==> src/rtl/fetch_unit_pkg.sv <==
// Shared types and constants for the instruction-fetch stage.
package fetch_unit_pkg;

  typedef logic [31:0] word_t;

  typedef enum logic [1:0] {
    RUN    = 2'd0,
    DRAIN  = 2'd1,
    HALTED = 2'd2
  } fetch_state_t;

  localparam int unsigned PC_STEP = 4;

  // Branch targets are always word aligned; low address bits from the resolver are dropped.
  function automatic word_t align_word(input word_t a);
    return {a[31:2], 2'b00};
  endfunction

endpackage

==> src/rtl/fetch_unit_if.sv <==
// Fetch-stage bus: icache handshake, hazard/redirect controls and IF/ID outputs.
interface fetch_unit_if;
  import fetch_unit_pkg::*;

  logic  ihit;
  word_t iload;
  logic  iREN;
  word_t iaddr;
  logic  stall;
  logic  redirect;
  word_t redirect_pc;
  logic  halt;
  word_t instr_o;
  word_t npc_o;
  word_t curr_pc_o;
  logic  fetch_valid;
  logic  flush_o;

  modport fetch (
    input  ihit, iload, stall, redirect, redirect_pc, halt,
    output iREN, iaddr, instr_o, npc_o, curr_pc_o, fetch_valid, flush_o
  );

  modport icache (
    output ihit, iload,
    input  iREN, iaddr
  );

  modport hazard (
    output stall, redirect, redirect_pc, halt,
    input  instr_o, npc_o, curr_pc_o, fetch_valid, flush_o
  );

endinterface

==> src/rtl/fetch_unit.sv <==
// Instruction fetch: owns the PC, reads the icache, and absorbs redirects,
// including one that lands while a miss is still outstanding.
//
//   state  | meaning
//   RUN    | normal fetch, instruction delivered on ihit
//   DRAIN  | redirect seen mid-miss; finish old read, discard it, then jump
//   HALTED | fetch stopped until reset
module fetch_unit #(
  parameter fetch_unit_pkg::word_t PC_INIT = 32'h0000_0000,
  parameter int unsigned           PC_STEP = fetch_unit_pkg::PC_STEP
) (
  input  logic                CLK,
  input  logic                nRST,
  fetch_unit_if.fetch         fif
);
  import fetch_unit_pkg::*;

  fetch_state_t r_state, w_state_n;
  word_t        r_pc, r_pending;
  word_t        w_pc_n, w_pending_n;
  word_t        w_redir_tgt;
  word_t        w_step;

  assign w_step      = word_t'(PC_STEP);
  assign w_redir_tgt = align_word(fif.redirect_pc);

  always_ff @(posedge CLK or negedge nRST) begin
    if (!nRST) begin
      r_state   <= RUN;
      r_pc      <= PC_INIT;
      r_pending <= '0;
    end else begin
      r_state   <= w_state_n;
      r_pc      <= w_pc_n;
      r_pending <= w_pending_n;
    end
  end

  always_comb begin
    w_state_n   = r_state;
    w_pc_n      = r_pc;
    w_pending_n = r_pending;
    case (r_state)
      RUN: begin
        if (fif.halt) begin
          w_state_n = HALTED;
        end else if (fif.redirect) begin
          if (fif.ihit) begin
            w_pc_n = w_redir_tgt;
          end else begin
            // Keep iaddr on the missing line; jump once the cache answers.
            w_pending_n = w_redir_tgt;
            w_state_n   = DRAIN;
          end
        end else if (fif.ihit && !fif.stall) begin
          w_pc_n = r_pc + w_step;
        end
      end
      DRAIN: begin
        if (fif.halt) begin
          w_state_n = HALTED;
        end else begin
          if (fif.redirect) begin
            w_pending_n = w_redir_tgt;
          end
          if (fif.ihit) begin
            w_pc_n    = fif.redirect ? w_redir_tgt : r_pending;
            w_state_n = RUN;
          end
        end
      end
      HALTED: begin
        w_state_n = HALTED;
      end
      default: begin
        w_state_n = RUN;
      end
    endcase
  end

  assign fif.iaddr     = r_pc;
  assign fif.curr_pc_o = r_pc;
  assign fif.npc_o     = r_pc + w_step;
  assign fif.instr_o   = fif.iload;
  assign fif.iREN      = (r_state != HALTED);

  // Gated by nRST so nothing reaches IF/ID while reset is held.
  assign fif.flush_o     = nRST & fif.redirect & (r_state != HALTED);
  assign fif.fetch_valid = nRST & (r_state == RUN) & fif.ihit & ~fif.stall
                         & ~fif.redirect & ~fif.halt;

endmodule
==> src/flat_wrapper.sv <==
// flat-port wrapper written by rule: the top's interface ports become plain ports
module fetch_unit_flat import fetch_unit_pkg::*;
#(
  parameter fetch_unit_pkg::word_t PC_INIT = 32'h0000_0000,
  parameter int unsigned           PC_STEP = fetch_unit_pkg::PC_STEP
)
  (CLK, nRST, fif_ihit, fif_iload, fif_stall, fif_redirect, fif_redirect_pc, fif_halt, fif_iREN, fif_iaddr, fif_instr_o, fif_npc_o, fif_curr_pc_o, fif_fetch_valid, fif_flush_o);
  fetch_unit_if fif_i ();
  input  logic CLK;
  input  logic nRST;
  input wire logic [$bits(fif_i.ihit)-1:0] fif_ihit;
  input wire logic [$bits(fif_i.iload)-1:0] fif_iload;
  input wire logic [$bits(fif_i.stall)-1:0] fif_stall;
  input wire logic [$bits(fif_i.redirect)-1:0] fif_redirect;
  input wire logic [$bits(fif_i.redirect_pc)-1:0] fif_redirect_pc;
  input wire logic [$bits(fif_i.halt)-1:0] fif_halt;
  output wire logic [$bits(fif_i.iREN)-1:0] fif_iREN;
  output wire logic [$bits(fif_i.iaddr)-1:0] fif_iaddr;
  output wire logic [$bits(fif_i.instr_o)-1:0] fif_instr_o;
  output wire logic [$bits(fif_i.npc_o)-1:0] fif_npc_o;
  output wire logic [$bits(fif_i.curr_pc_o)-1:0] fif_curr_pc_o;
  output wire logic [$bits(fif_i.fetch_valid)-1:0] fif_fetch_valid;
  output wire logic [$bits(fif_i.flush_o)-1:0] fif_flush_o;
  assign fif_i.ihit = fif_ihit;
  assign fif_i.iload = fif_iload;
  assign fif_i.stall = fif_stall;
  assign fif_i.redirect = fif_redirect;
  assign fif_i.redirect_pc = fif_redirect_pc;
  assign fif_i.halt = fif_halt;
  assign fif_iREN = fif_i.iREN;
  assign fif_iaddr = fif_i.iaddr;
  assign fif_instr_o = fif_i.instr_o;
  assign fif_npc_o = fif_i.npc_o;
  assign fif_curr_pc_o = fif_i.curr_pc_o;
  assign fif_fetch_valid = fif_i.fetch_valid;
  assign fif_flush_o = fif_i.flush_o;
  fetch_unit #(.PC_INIT(PC_INIT), .PC_STEP(PC_STEP)) u_core (.CLK(CLK), .nRST(nRST), .fif(fif_i));
endmodule
==> config.mk <==
export PLATFORM = sky130hd
export DESIGN_NAME = fetch_unit_flat
export DESIGN_NICKNAME = d
export VERILOG_FILES = /design/src/rtl/fetch_unit_pkg.sv /design/src/rtl/fetch_unit_if.sv /design/src/rtl/fetch_unit.sv /design/src/flat_wrapper.sv
export SDC_FILE = /design/constraint.sdc
export NUM_CORES = 1
export LEC_CHECK = 0
export CORE_UTILIZATION = 45
export CTS_BUF_LIST = sky130_fd_sc_hd__clkbuf_4 sky130_fd_sc_hd__clkbuf_8 sky130_fd_sc_hd__clkbuf_16
export DETAILED_ROUTE_END_ITERATION = 12
export PLACE_DENSITY_LB_ADDON = 0.25
export SYNTH_ARGS = -nofsm -noshare
export SYNTH_HDL_FRONTEND = slang
export SYNTH_SLANG_ARGS = --single-unit
==> constraint.sdc <==
create_clock -name CLK -period 4 [get_ports CLK]
set_clock_uncertainty 0.05 [all_clocks]
set_input_delay 1 -clock CLK [delete_from_list [all_inputs] [get_ports CLK]]
set_output_delay 1 -clock CLK [all_outputs]
set_load 0.1 [all_outputs]
==> results of run 1 <==
[cells in the final DEF (no fill, tap or decap), types with 7 or more instances in the layout]
| master | instances |
|---|---|
| dfrtp_1 | 65 |
| a311oi_1 | 9 |
| nand4_1 | 7 |
| and3_1 | 7 |
| xnor2_2 | 12 |
| buf_4 | 39 |
| nor2_1 | 28 |
| xnor2_4 | 7 |
| clkdlybuf4s50_1 | 90 |
| o21ai_0 | 15 |
| buf_12 | 16 |
| nor3_1 | 13 |
| nand2_1 | 32 |
| a211oi_1 | 12 |
| mux2_2 | 31 |
| a21oi_1 | 18 |
| clkbuf_8 | 11 |
| o221ai_1 | 7 |
| inv_1 | 8 |
| and2_1 | 15 |
| nand3_1 | 14 |
[layer usage]
layer | routed length, um | part of all wire, % | up-vias
met5 | 0 | 0 | -
met4 | 195 | 1.7 | 0
met3 | 736 | 6.3 | 19
met2 | 5660 | 48 | 164
met1 | 5180 | 44 | 1843
li1 | - | - | 1678
[final timing paths]
path | endpoint | cells past startpoint | slack, ns
max | fif_npc_o[19] | 5 | 0.29
max in group asynchronous | u_core.r_pending[11]$_DFFE_PN0P_ | 2 | 2.76
min | u_core.r_pending[9]$_DFFE_PN0P_ | 2 | 0.44
min in group asynchronous | u_core.fif.curr_pc_o[10]$_DFFE_PN0P_ | 2 | 0.73
min reg2reg | u_core.r_pending[9]$_DFFE_PN0P_ | 2 | 0.44
max reg2reg | u_core.fif.curr_pc_o[12]$_DFFE_PN0P_ | 5 | 1.39
[flip-flops by register name (all words and copies together), names as in the netlist]
name                  count
u_core.fif.curr_pc_o     32
u_core.r_state            2
u_core.r_pending         32
[cell families after synthesis]
logic type,count (synthesis)
mux,31
fa+ha+maj,1
xor+xnor,28
flops,66
compound gates,89
buf+inv,98
simple gates,139
[metrics by stage]
step	instances	utilization [%]	cell area, um^2	setup WS [ns]	setup TNS [ns]
floorplan	452	-	4620	-0.230	-0.645
finish	653	64.2	5930	0.293	0
detailed placement	637	62.0	5730	0.391	0
CTS	653	64.2	5930	0.256	0
global route	653	64.2	5930	0.123	0
global placement	637	62.0	5730	0.413	0
[synthesized netlist by cell type (2+ instances only)]
master	n	share of area [%]
and3_1	7	1.0
o22ai_1	4	0.58
a22oi_1	2	0.35
inv_1	8	0.70
o21ai_0	15	1.7
buf_2	3	0.35
a211oi_1	12	2.1
nand3_1	14	1.6
nand2_1	32	2.8
xnor2_1	19	3.9
o221a_1	2	0.52
o21a_1	2	0.35
nand4_1	7	1.0
nor3_4	2	0.76
xor2_2	2	0.76
a21oi_1	18	2.1
mux2_2	31	8.1
nor3_1	13	1.5
nand3b_1	3	0.52
o221a_2	3	0.78
clkbuf_1	18	1.6
xor2_1	7	1.4
o21ai_1	4	0.46
and4_1	4	0.81
a211o_1	2	0.41
buf_4	67	12
dfrtp_1	66	38
a311oi_1	9	1.8
and2_1	15	2.2
a2bb2oi_1	3	0.61
a2bb2oi_2	2	0.70
o221ai_1	7	1.4
nand2b_1	4	0.58
nor2_1	28	2.4
[area by class of cell]
| class | instances | share of cell area, % |
|---|---|---|
| Clock buffer | 14 | 2.93 |
| Clock inverter | 2 | 0.590 |
| Inverter | 8 | 0.506 |
| Multi-Input combinational cell | 288 | 39.8 |
| Sequential cell | 66 | 27.9 |
| Tap cell | 129 | 2.72 |
| Timing Repair Buffer | 146 | 25.6 |
[critical path, stage by stage (launching register included)]
cell and delay (ns):
dfrtp_1 0.53, nand3_1 0.27, or4_1 0.78, nor3_4 0.31, xor2_4 0.22, buf_12 0.20
==> results.py, run 1 <==
metrics = {
    "final_layout": {
        "num-fill-cells": 734,
        "n_antenna_cell": 0,
        "drive_above_1_share_pct": 27.5,
        "multi_input_area_um2": 2360,
        "ff_latch_area_um2": 1650,
        "num-nets-final": 590,
        "areaGrowthSynthToFinish_pct": 37.8,
    },
    "critical_path": {
        "path_max_fanout": 9,
        "critPathLaunchType": "register",
        "r2r-start": "u_core.r_state[1]$_DFFE_PN0P_",
        "crit_start": "u_core.fif.curr_pc_o[6]$_DFFE_PN0P_",
        "crit_type": "reg -> out",
        "cp.arrival_ns": 2.66,
        "cp_data_required_time_ns": 2.95,
        "setup.worst_path.end_class": "primary output",
    },
    "clock_tree": {
        "clkSlewWorstSetupHoldPaths_ns": 0.07,
        "clock_latency_ns": 0.34,
        "clock-sinks": 66,
        "cts_max_level": 3,
        "cts_made_buffers": 9,
        "root_buffer": "clkbuf_8",
        "ctsHoldBuffers": 0,
        "post_cts_resized": 0,
        "post-cts-setup-buffers": 0,
        "cts_tree": "built",
        "clock_path_buffers": 2,
    },
    "global_route": {
        "grt_use_met1_pct": 32.6,
        "grt_usage_pct": 24.3,
        "antenna_found_initial": 0,
        "gr-usage-met3_pct": 3.41,
        "globalRouteOverflowTotal": 0,
        "grt_pass1_wl_um": 18800,
        "grt-busiest-layer": "met2",
        "grt_max_degree": 38,
        "met2_usage_pct": 39.8,
        "grt_pass1_vias": 3608,
    },
    "yosys": {
        "async_flop_share_pct": 100,
        "synth_compound_area_share_pct": 14.8,
        "yosysSeqAreaShare_pct": 38.3,
        "synth_nets": 523,
        "syn-cell-area_um2": 4310,
        "synth.area.mux_share_pct": 8.11,
        "synth.ff_latch_count": 66,
        "synthCells": 452,
        "synth_top_family_by_area": "simple AND/OR/NAND/NOR gates",
        "yosys.area_share.simple_pct": 17.8,
        "synth_ff_type": "dfrtp_1",
        "synth_edf_count": 0,
        "yosysUniqueCellTypes": 51,
        "synth_xor_area_share_pct": 6.04,
        "yosys_warnings": 0,
        "synth_area_per_cell_um2": 9.53,
        "synth_fa_ha_area_share_pct": 0.291,
    },
    "drt": {
        "dr.pass1.iters": 4,
        "wl_um": 11800,
        "route.detailed.drc": 0,
        "num_vias": 3704,
        "drt_iter0_markers": 238,
        "wl_per_cell_um": 18.0,
        "vias_per_cell": 5.67,
        "ant_nets": 0,
    },
    "hold_path": {
        "hold_path.class": "reg -> reg",
        "min_from": "u_core.r_pending[9]$_DFFE_PN0P_",
    },
    "die": {
        "die_h_um": 99.8,
        "pin_count": 201,
        "coreArea_um2": 9240,
        "fp.dieW_um": 99.8,
        "dieArea_um2": 9970,
        "start_util_pct": 46.6,
        "num_rows": 35,
    },
    "timing": {
        "hold_viol_final": 0,
        "setup_viol": 0,
        "finalWorstPathRequiredPeriod_ns": 3.71,
        "fin_hold_ws_ns": 0.436,
        "timing.fmax_mhz": 270,
        "drv_slew": 0,
        "rsz0062_at_grt": "no",
        "slew_headroom_pct": 25.7,
        "worstMarginPinSlew_ns": 1.11,
        "fin_crit_sh_pct": 92.7,
    },
    "placed_design": {
        "place.gp.congestion": 0.836,
        "portBuffers": 134,
        "dp_hpwl_um": 8500,
    },
    "status": {
        "status": "finished clean",
    },
    "job": {
        "maxCapViolCount": 0,
    },
}
Power of run 1 is left out: the tool's default activity adds up to more than one toggle a clock period on the data nets, which glitch-free logic cannot reach.
==> inputs of run 2 (changes only) <==
Settings changed: CTS_CLUSTER_DIAMETER set to 150.
==> results of run 2 <==
No change in the layout: final DEF, timing and power equal those of run 1.
Power of run 2 is left out for the same reason.
